--- src/rtl/ysyx_24110015_csr_pkg.sv ---
// Shared encodings for the machine-mode CSR sequencer: op codes, CSR map,
// FSM states and mstatus field positions.
package ysyx_24110015_csr_pkg;

    localparam logic [2:0] OP_CSRRW = 3'd0;
    localparam logic [2:0] OP_CSRRS = 3'd1;
    localparam logic [2:0] OP_CSRRC = 3'd2;
    localparam logic [2:0] OP_ECALL = 3'd3;
    localparam logic [2:0] OP_MRET  = 3'd4;

    localparam logic [11:0] ADDR_MSTATUS   = 12'h300;
    localparam logic [11:0] ADDR_MTVEC     = 12'h305;
    localparam logic [11:0] ADDR_MEPC      = 12'h341;
    localparam logic [11:0] ADDR_MCAUSE    = 12'h342;
    localparam logic [11:0] ADDR_MVENDORID = 12'hF11;
    localparam logic [11:0] ADDR_MARCHID   = 12'hF12;

    localparam int unsigned MSTATUS_MIE    = 3;
    localparam int unsigned MSTATUS_MPIE   = 7;
    localparam int unsigned MSTATUS_MPP_LO = 11;
    localparam int unsigned MSTATUS_MPP_HI = 12;

    localparam logic [31:0] ECALL_CAUSE_M = 32'd11;

    typedef enum logic [2:0] {
        S_IDLE,
        S_EXEC,
        S_TRAP_EPC,
        S_TRAP_STS,
        S_RET_STS,
        S_RESP
    } state_t;

    function automatic logic is_ro(input logic [11:0] addr);
        return (addr == ADDR_MVENDORID) || (addr == ADDR_MARCHID);
    endfunction

    function automatic logic [31:0] mstatus_trap(input logic [31:0] s);
        logic [31:0] r;
        r = s;
        r[MSTATUS_MPIE] = s[MSTATUS_MIE];
        r[MSTATUS_MIE]  = 1'b0;
        r[MSTATUS_MPP_HI:MSTATUS_MPP_LO] = 2'b11;
        return r;
    endfunction

    function automatic logic [31:0] mstatus_ret(input logic [31:0] s);
        logic [31:0] r;
        r = s;
        r[MSTATUS_MIE]  = s[MSTATUS_MPIE];
        r[MSTATUS_MPIE] = 1'b1;
        r[MSTATUS_MPP_HI:MSTATUS_MPP_LO] = 2'b11;
        return r;
    endfunction

endpackage

--- src/rtl/ysyx_24110015_csr_alu.sv ---
// Combinational CSRRW/CSRRS/CSRRC evaluator: computes the new value, whether
// the CSR is written, and whether the access is illegal.
module ysyx_24110015_csr_alu
    import ysyx_24110015_csr_pkg::*;
#(
    parameter int XLEN = 32
) (
    input  logic [2:0]      op,
    input  logic [11:0]     addr,
    input  logic [XLEN-1:0] wdata,
    input  logic            src_zero,
    input  logic [XLEN-1:0] old,
    output logic [XLEN-1:0] new_val,
    output logic            wen,
    output logic            illegal
);

    logic op_ok;
    logic addr_ok;
    logic writes;

    always_comb begin
        op_ok   = (op == OP_CSRRW) || (op == OP_CSRRS) || (op == OP_CSRRC);
        addr_ok = (addr == ADDR_MSTATUS) || (addr == ADDR_MTVEC) ||
                  (addr == ADDR_MEPC) || (addr == ADDR_MCAUSE) || is_ro(addr);
        // CSRRS/CSRRC with a zero source never write, so they may read RO CSRs
        writes  = (op == OP_CSRRW) || !src_zero;
        illegal = !op_ok || !addr_ok || (is_ro(addr) && writes);
        wen     = !illegal && writes;

        case (op)
            OP_CSRRS: new_val = old | wdata;
            OP_CSRRC: new_val = old & ~wdata;
            default:  new_val = wdata;
        endcase
    end

endmodule

--- src/rtl/ysyx_24110015_csr_ctrl.sv ---
// Request sequencer for the machine-mode CSR file: accepts one EXU request,
// drives the CSR write ports in the right cycles and returns a response.
module ysyx_24110015_csr_ctrl
    import ysyx_24110015_csr_pkg::*;
#(
    parameter int              XLEN        = 32,
    parameter logic [XLEN-1:0] ECALL_CAUSE = 32'd11
) (
    input  logic            clk,
    input  logic            rst,
    input  logic            req_valid,
    output logic            req_ready,
    input  logic [2:0]      req_op,
    input  logic [11:0]     req_addr,
    input  logic [XLEN-1:0] req_wdata,
    input  logic            req_src_zero,
    input  logic [XLEN-1:0] req_pc,
    output logic            resp_valid,
    input  logic            resp_ready,
    output logic [XLEN-1:0] resp_rdata,
    output logic            resp_redirect,
    output logic [XLEN-1:0] resp_target,
    output logic            resp_illegal,
    input  logic [XLEN-1:0] dout_mstatus,
    input  logic [XLEN-1:0] dout_mtvec,
    input  logic [XLEN-1:0] dout_mepc,
    input  logic [XLEN-1:0] dout_mcause,
    input  logic [XLEN-1:0] dout_mvendorid,
    input  logic [XLEN-1:0] dout_marchid,
    output logic [XLEN-1:0] din_mstatus,
    output logic [XLEN-1:0] din_mtvec,
    output logic [XLEN-1:0] din_mepc,
    output logic [XLEN-1:0] din_mcause,
    output logic            wen_mstatus,
    output logic            wen_mtvec,
    output logic            wen_mepc,
    output logic            wen_mcause
);

    state_t          state;
    state_t          next;
    logic [2:0]      op_q;
    logic [11:0]     addr_q;
    logic [XLEN-1:0] wdata_q;
    logic            src_zero_q;
    logic [XLEN-1:0] pc_q;
    logic [XLEN-1:0] old;
    logic [XLEN-1:0] alu_new;
    logic            alu_wen;
    logic            alu_illegal;

    always_comb begin
        case (addr_q)
            ADDR_MSTATUS:   old = dout_mstatus;
            ADDR_MTVEC:     old = dout_mtvec;
            ADDR_MEPC:      old = dout_mepc;
            ADDR_MCAUSE:    old = dout_mcause;
            ADDR_MVENDORID: old = dout_mvendorid;
            ADDR_MARCHID:   old = dout_marchid;
            default:        old = '0;
        endcase
    end

    ysyx_24110015_csr_alu #(
        .XLEN(XLEN)
    ) u_alu (
        .op      (op_q),
        .addr    (addr_q),
        .wdata   (wdata_q),
        .src_zero(src_zero_q),
        .old     (old),
        .new_val (alu_new),
        .wen     (alu_wen),
        .illegal (alu_illegal)
    );

    always_ff @(posedge clk or negedge rst) begin
        if (!rst) state <= S_IDLE;
        else      state <= next;
    end

    // Write ports are decoded from the current state so an async reset drops them at once
    always_comb begin
        next        = state;
        req_ready   = 1'b0;
        wen_mstatus = 1'b0;
        wen_mtvec   = 1'b0;
        wen_mepc    = 1'b0;
        wen_mcause  = 1'b0;
        din_mstatus = '0;
        din_mtvec   = '0;
        din_mepc    = '0;
        din_mcause  = '0;

        case (state)
            S_IDLE: begin
                req_ready = 1'b1;
                if (req_valid) begin
                    case (req_op)
                        OP_ECALL: next = S_TRAP_EPC;
                        OP_MRET:  next = S_RET_STS;
                        default:  next = S_EXEC;
                    endcase
                end
            end
            S_EXEC: begin
                next = S_RESP;
                if (alu_wen) begin
                    case (addr_q)
                        ADDR_MSTATUS: begin wen_mstatus = 1'b1; din_mstatus = alu_new; end
                        ADDR_MTVEC:   begin wen_mtvec   = 1'b1; din_mtvec   = alu_new; end
                        ADDR_MEPC:    begin wen_mepc    = 1'b1; din_mepc    = alu_new; end
                        ADDR_MCAUSE:  begin wen_mcause  = 1'b1; din_mcause  = alu_new; end
                        default: ;
                    endcase
                end
            end
            S_TRAP_EPC: begin
                next       = S_TRAP_STS;
                wen_mepc   = 1'b1;
                din_mepc   = pc_q;
                wen_mcause = 1'b1;
                din_mcause = ECALL_CAUSE;
            end
            S_TRAP_STS: begin
                next        = S_RESP;
                wen_mstatus = 1'b1;
                din_mstatus = mstatus_trap(dout_mstatus);
            end
            S_RET_STS: begin
                next        = S_RESP;
                wen_mstatus = 1'b1;
                din_mstatus = mstatus_ret(dout_mstatus);
            end
            S_RESP: begin
                if (resp_ready) next = S_IDLE;
            end
            default: next = S_IDLE;
        endcase
    end

    assign resp_valid = (state == S_RESP);

    always_ff @(posedge clk or negedge rst) begin
        if (!rst) begin
            op_q          <= '0;
            addr_q        <= '0;
            wdata_q       <= '0;
            src_zero_q    <= 1'b0;
            pc_q          <= '0;
            resp_rdata    <= '0;
            resp_target   <= '0;
            resp_redirect <= 1'b0;
            resp_illegal  <= 1'b0;
        end else begin
            case (state)
                S_IDLE: begin
                    if (req_valid && req_ready) begin
                        op_q          <= req_op;
                        addr_q        <= req_addr;
                        wdata_q       <= req_wdata;
                        src_zero_q    <= req_src_zero;
                        pc_q          <= req_pc;
                        resp_rdata    <= '0;
                        resp_target   <= '0;
                        resp_redirect <= 1'b0;
                        resp_illegal  <= 1'b0;
                    end
                end
                S_EXEC: begin
                    resp_rdata   <= alu_illegal ? '0 : old;
                    resp_illegal <= alu_illegal;
                end
                S_TRAP_STS: begin
                    resp_redirect <= 1'b1;
                    resp_target   <= {dout_mtvec[XLEN-1:2], 2'b00};
                end
                S_RET_STS: begin
                    resp_redirect <= 1'b1;
                    resp_target   <= dout_mepc;
                end
                default: ;
            endcase
        end
    end

endmodule
--- config.mk ---
export PLATFORM = sky130hd
export DESIGN_NAME = ysyx_24110015_csr_ctrl
export DESIGN_NICKNAME = d
export VERILOG_FILES = /design/src/rtl/ysyx_24110015_csr_pkg.sv /design/src/rtl/ysyx_24110015_csr_alu.sv /design/src/rtl/ysyx_24110015_csr_ctrl.sv
export SDC_FILE = /design/constraint.sdc
export NUM_CORES = 1
export LEC_CHECK = 0
export CAP_MARGIN = 20
export CORE_AREA = 2 2 185 187
export CTS_BUF_LIST = sky130_fd_sc_hd__clkbuf_4 sky130_fd_sc_hd__clkbuf_8
export DETAILED_ROUTE_END_ITERATION = 6
export DIE_AREA = 0 0 187 189
export PLACE_DENSITY = 0.7
export REMOVE_ABC_BUFFERS = 1
export SYNTH_ARGS = -nofsm -noshare
export SYNTH_HDL_FRONTEND = slang
export SYNTH_SLANG_ARGS = --single-unit
export TNS_END_PERCENT = 1
--- constraint.sdc ---
create_clock -name clk -period 2.44 [get_ports clk]
set_input_delay 0.488 -clock clk [delete_from_list [all_inputs] [get_ports clk]]
set_output_delay 0.488 -clock clk [all_outputs]
set_load 0.05 [all_outputs]
==> results.json <==
{
  "status": "finished with violations",
  "violations": "negative setup slack",
  "min_period_ns": 3.32,
  "async_flop_share_pct": 100,
  "reg2reg_setup_slack_ns": -0.13,
  "finalCritPeriodShare_pct": 136,
  "first_iter_violations": 1344,
  "ys_seq_area_share_pct": 37.4,
  "cellPowerDensity_nw_per_um2": 907,
  "cts_tree": "built",
  "path_max_fanout": 6,
  "path_clk_slew_ns": 0.10,
  "gp_congestion": 0.980,
  "setup_slack_ns": -0.884,
  "initial_core_util_pct": 30.0,
  "io_pins": 476,
  "path_cells": "buf_6 -> nor4_4 -> buf_4 -> buf_4 -> nand3_1 -> a2111oi_2 -> a211oi_2 -> o21ai_0 -> buf_4 -> buf_12",
  "fillerInstances": 2668,
  "grt_setup_unrepaired": "yes",
  "maxSlewViolCount": 0,
  "critical-path-max-stage-delay_ns": 0.44,
  "multiInputGateArea_sq_um": 6930,
  "core_area_sq_um": 33300,
  "antenna_found_initial": 6,
  "placed_area_sq_um": 18600,
  "ys_top_cells_by_area": "dfrtp_1 (37%), nand2_1 (14%), and3b_1 (3.9%)",
  "whs_ns": 0.354,
  "finClkSkew_ns": 0.0199,
  "drt-pass1-iter-count": 7,
  "max_cap_violations": 0,
  "power.total_w": 0.0187,
  "yosysWarnings": 0,
  "wl_mm": 59.1,
  "r2r_cells": 8,
  "design_area_sq_um": 20600,
  "drtAntennaViolNets": 0,
  "setup_viol": 149,
  "syn_to_final_growth_pct": 106,
  "synthDistinctLibCells": 63,
  "power.leakage_nw": 8.45,
  "rows": 67,
  "critPathKind": "flip-flop to output pin",
  "overflow": 0,
  "synth-edff-count": 0,
  "numCtsBuffers": 17,
  "synth_ff_type": "dfrtp_1",
  "cts.sinks": 149,
  "layout_commonest_cell": "nand2_1",
  "cp_common_cell": "buf_4",
  "cts.htree.levels": 4,
  "tightest_slew_ns": 0.749,
  "synth_area_per_cell_sq_um": 7.65,
  "die_h_microns": 189,
  "grt_max_degree": 85,
  "vias_per_cell": 5.66,
  "dieArea_sq_um": 35300,
  "synth.cell_area_sq_um": 9970,
  "end_kind": "output pin",
  "wire_per_inst_microns": 24.4,
  "layout_common_cells": "nand2_1 (370), clkdlybuf4s50_1 (340), buf_4 (202)",
  "cts_max_path_buffers": 2,
  "regArea_sq_um": 3730,
  "synth_top_area_share_pct": 37.4,
  "synth-seq-cells": 149,
  "syn_inst": 1304,
  "finalHoldViolCount": 0,
  "gr-usage-all-layers_pct": 32.5,
  "io_buffers": 475,
  "cts_root_buf": "clkbuf_8",
  "holdCritPathClass": "input port to async pin",
  "chipWidth_microns": 187,
  "grt_pass1_vias": 14100,
  "nets": 2229,
  "max_freq_ghz": 0.301,
  "required_ns": 1.95,
  "worstPathArrival_ns": 2.84,
  "synth_area_leader_cell": "dfrtp_1",
  "clkLatencyLatePin_ns": 0.49,
  "ir_worst_vdd_uv": 521,
  "max_slew_margin_pct": 50.1,
  "layout-drive-gt1-share_pct": 34.3,
  "critPathSlowestCell": "a2111oi_2",
  "hpwl_mm": 43.1,
  "drc": 0,
  "grt_pass1_wl_mm": 86.9,
  "startpoint_type": "flip-flop",
  "vias": 13700
}
==> per-layer routing <==
layer / up-vias / track usage [%] / wire [microns]
li1: 5941 / - / -
met2: 873 / 55.3 / 28400
met1: 6671 / 38.3 / 21900
met3: 209 / 6.58 / 5130
met5: - / 0 / 0
met4: 0 / 18.1 / 3680
==> stage by stage <==
step	worst slack, ns	cells	setup TNS [ns]	utilization (%)
3_3_place_gp	-0.651	2363	-65.77	55.8
6_report	-0.884	2419	-100.84	61.8
4_1_cts	-0.868	2413	-106.31	60.3
2_1_floorplan	-4.08	1188	-604.11	-
5_1_grt	-0.967	2419	-115.88	61.8
3_5_place_dp	-0.626	2364	-63.69	55.9
==> cell usage after synthesis (all sizes together) (3+ instances only) <==
cell type,count
a2111oi,17
a211oi,16
a21oi,61
a221oi,3
a222oi,30
a22oi,39
and2,22
and3,11
and3b,44
buf,40
clkbuf,76
dfrtp,149
inv,32
nand2,375
nand3,36
nand3b,3
nor2,82
nor2b,3
nor3,29
nor3b,11
nor4,9
o211ai,29
o21ai,108
o22ai,12
o2bb2ai,19
o31ai,17
==> worst max-delay path, delay by kind of cell (launching register included) <==
family          cells  cell delay (ns)
compound gates      3             0.77
flops               1             0.40
simple gates        2             0.39
buf+inv             5             0.77
==> what timing repair did <==
action	CTS	global route
setup endpoints to repair	165	165
endpoints found under the hold margin	2	0
buffers inserted	15	1
hold buffers	1	0
cloned	1	0
pin swaps	51	49
gates resized for setup	226	96
==> sequential cells by signal, indices dropped and copies added (netlist names) <==
signal         count
addr_q            12
op_q               3
resp_illegal       1
resp_rdata        32
resp_target       32
state              3
resp_redirect      1
pc_q              32
wdata_q           32
src_zero_q         1
==> report_power, final <==
group	internal [W]	leakage (nW)	switching, W	total [W]
combinational	0.00507	6.34	0.00716	0.0122
clock	0.00108	0.210	0.00116	0.00224
sequential	0.00334	1.91	0.000844	0.00419
==> cell type report <==
cell class | count | share of cell area [%]
Tap cell | 448 | 2.73
Inverter | 32 | 0.584
Multi-Input combinational cell | 1007 | 33.7
Clock inverter | 13 | 0.827
Clock buffer | 19 | 1.27
Timing Repair Buffer | 746 | 42.7
Antenna cell | 5 | 0.0608
Sequential cell | 149 | 18.2
==> worst paths after layout <==
| path | startpoint | end |
|---|---|---|
| worst min register to register | pc_q[31]$_DFFE_PN0P_ | pc_q[31]$_DFFE_PN0P_ |
| worst max register to register | addr_q[3]$_DFFE_PN0P_ | resp_rdata[23]$_DFFE_PN0P_ |
| worst min-delay path | rst | pc_q[3]$_DFFE_PN0P_ |
| worst max-delay path | addr_q[4]$_DFFE_PN0P_ | din_mstatus[10] |
| min in group clk | pc_q[31]$_DFFE_PN0P_ | pc_q[31]$_DFFE_PN0P_ |
| max in group asynchronous | rst | wdata_q[17]$_DFFE_PN0P_ |
==> cells by family (layout without fill, tap and decap cells) <==
family / after synthesis / after routing / synth area share (%)
flops: 149 / 149 / 37.4
other cells: 0 / 5 / 0
compound gates: 363 / 363 / 25.5
buf+inv: 148 / 810 / 6.22
xor+xnor: 2 / 2 / 0.176
simple gates: 642 / 642 / 30.7
Note: power is estimated with default switching activity, not from simulation.
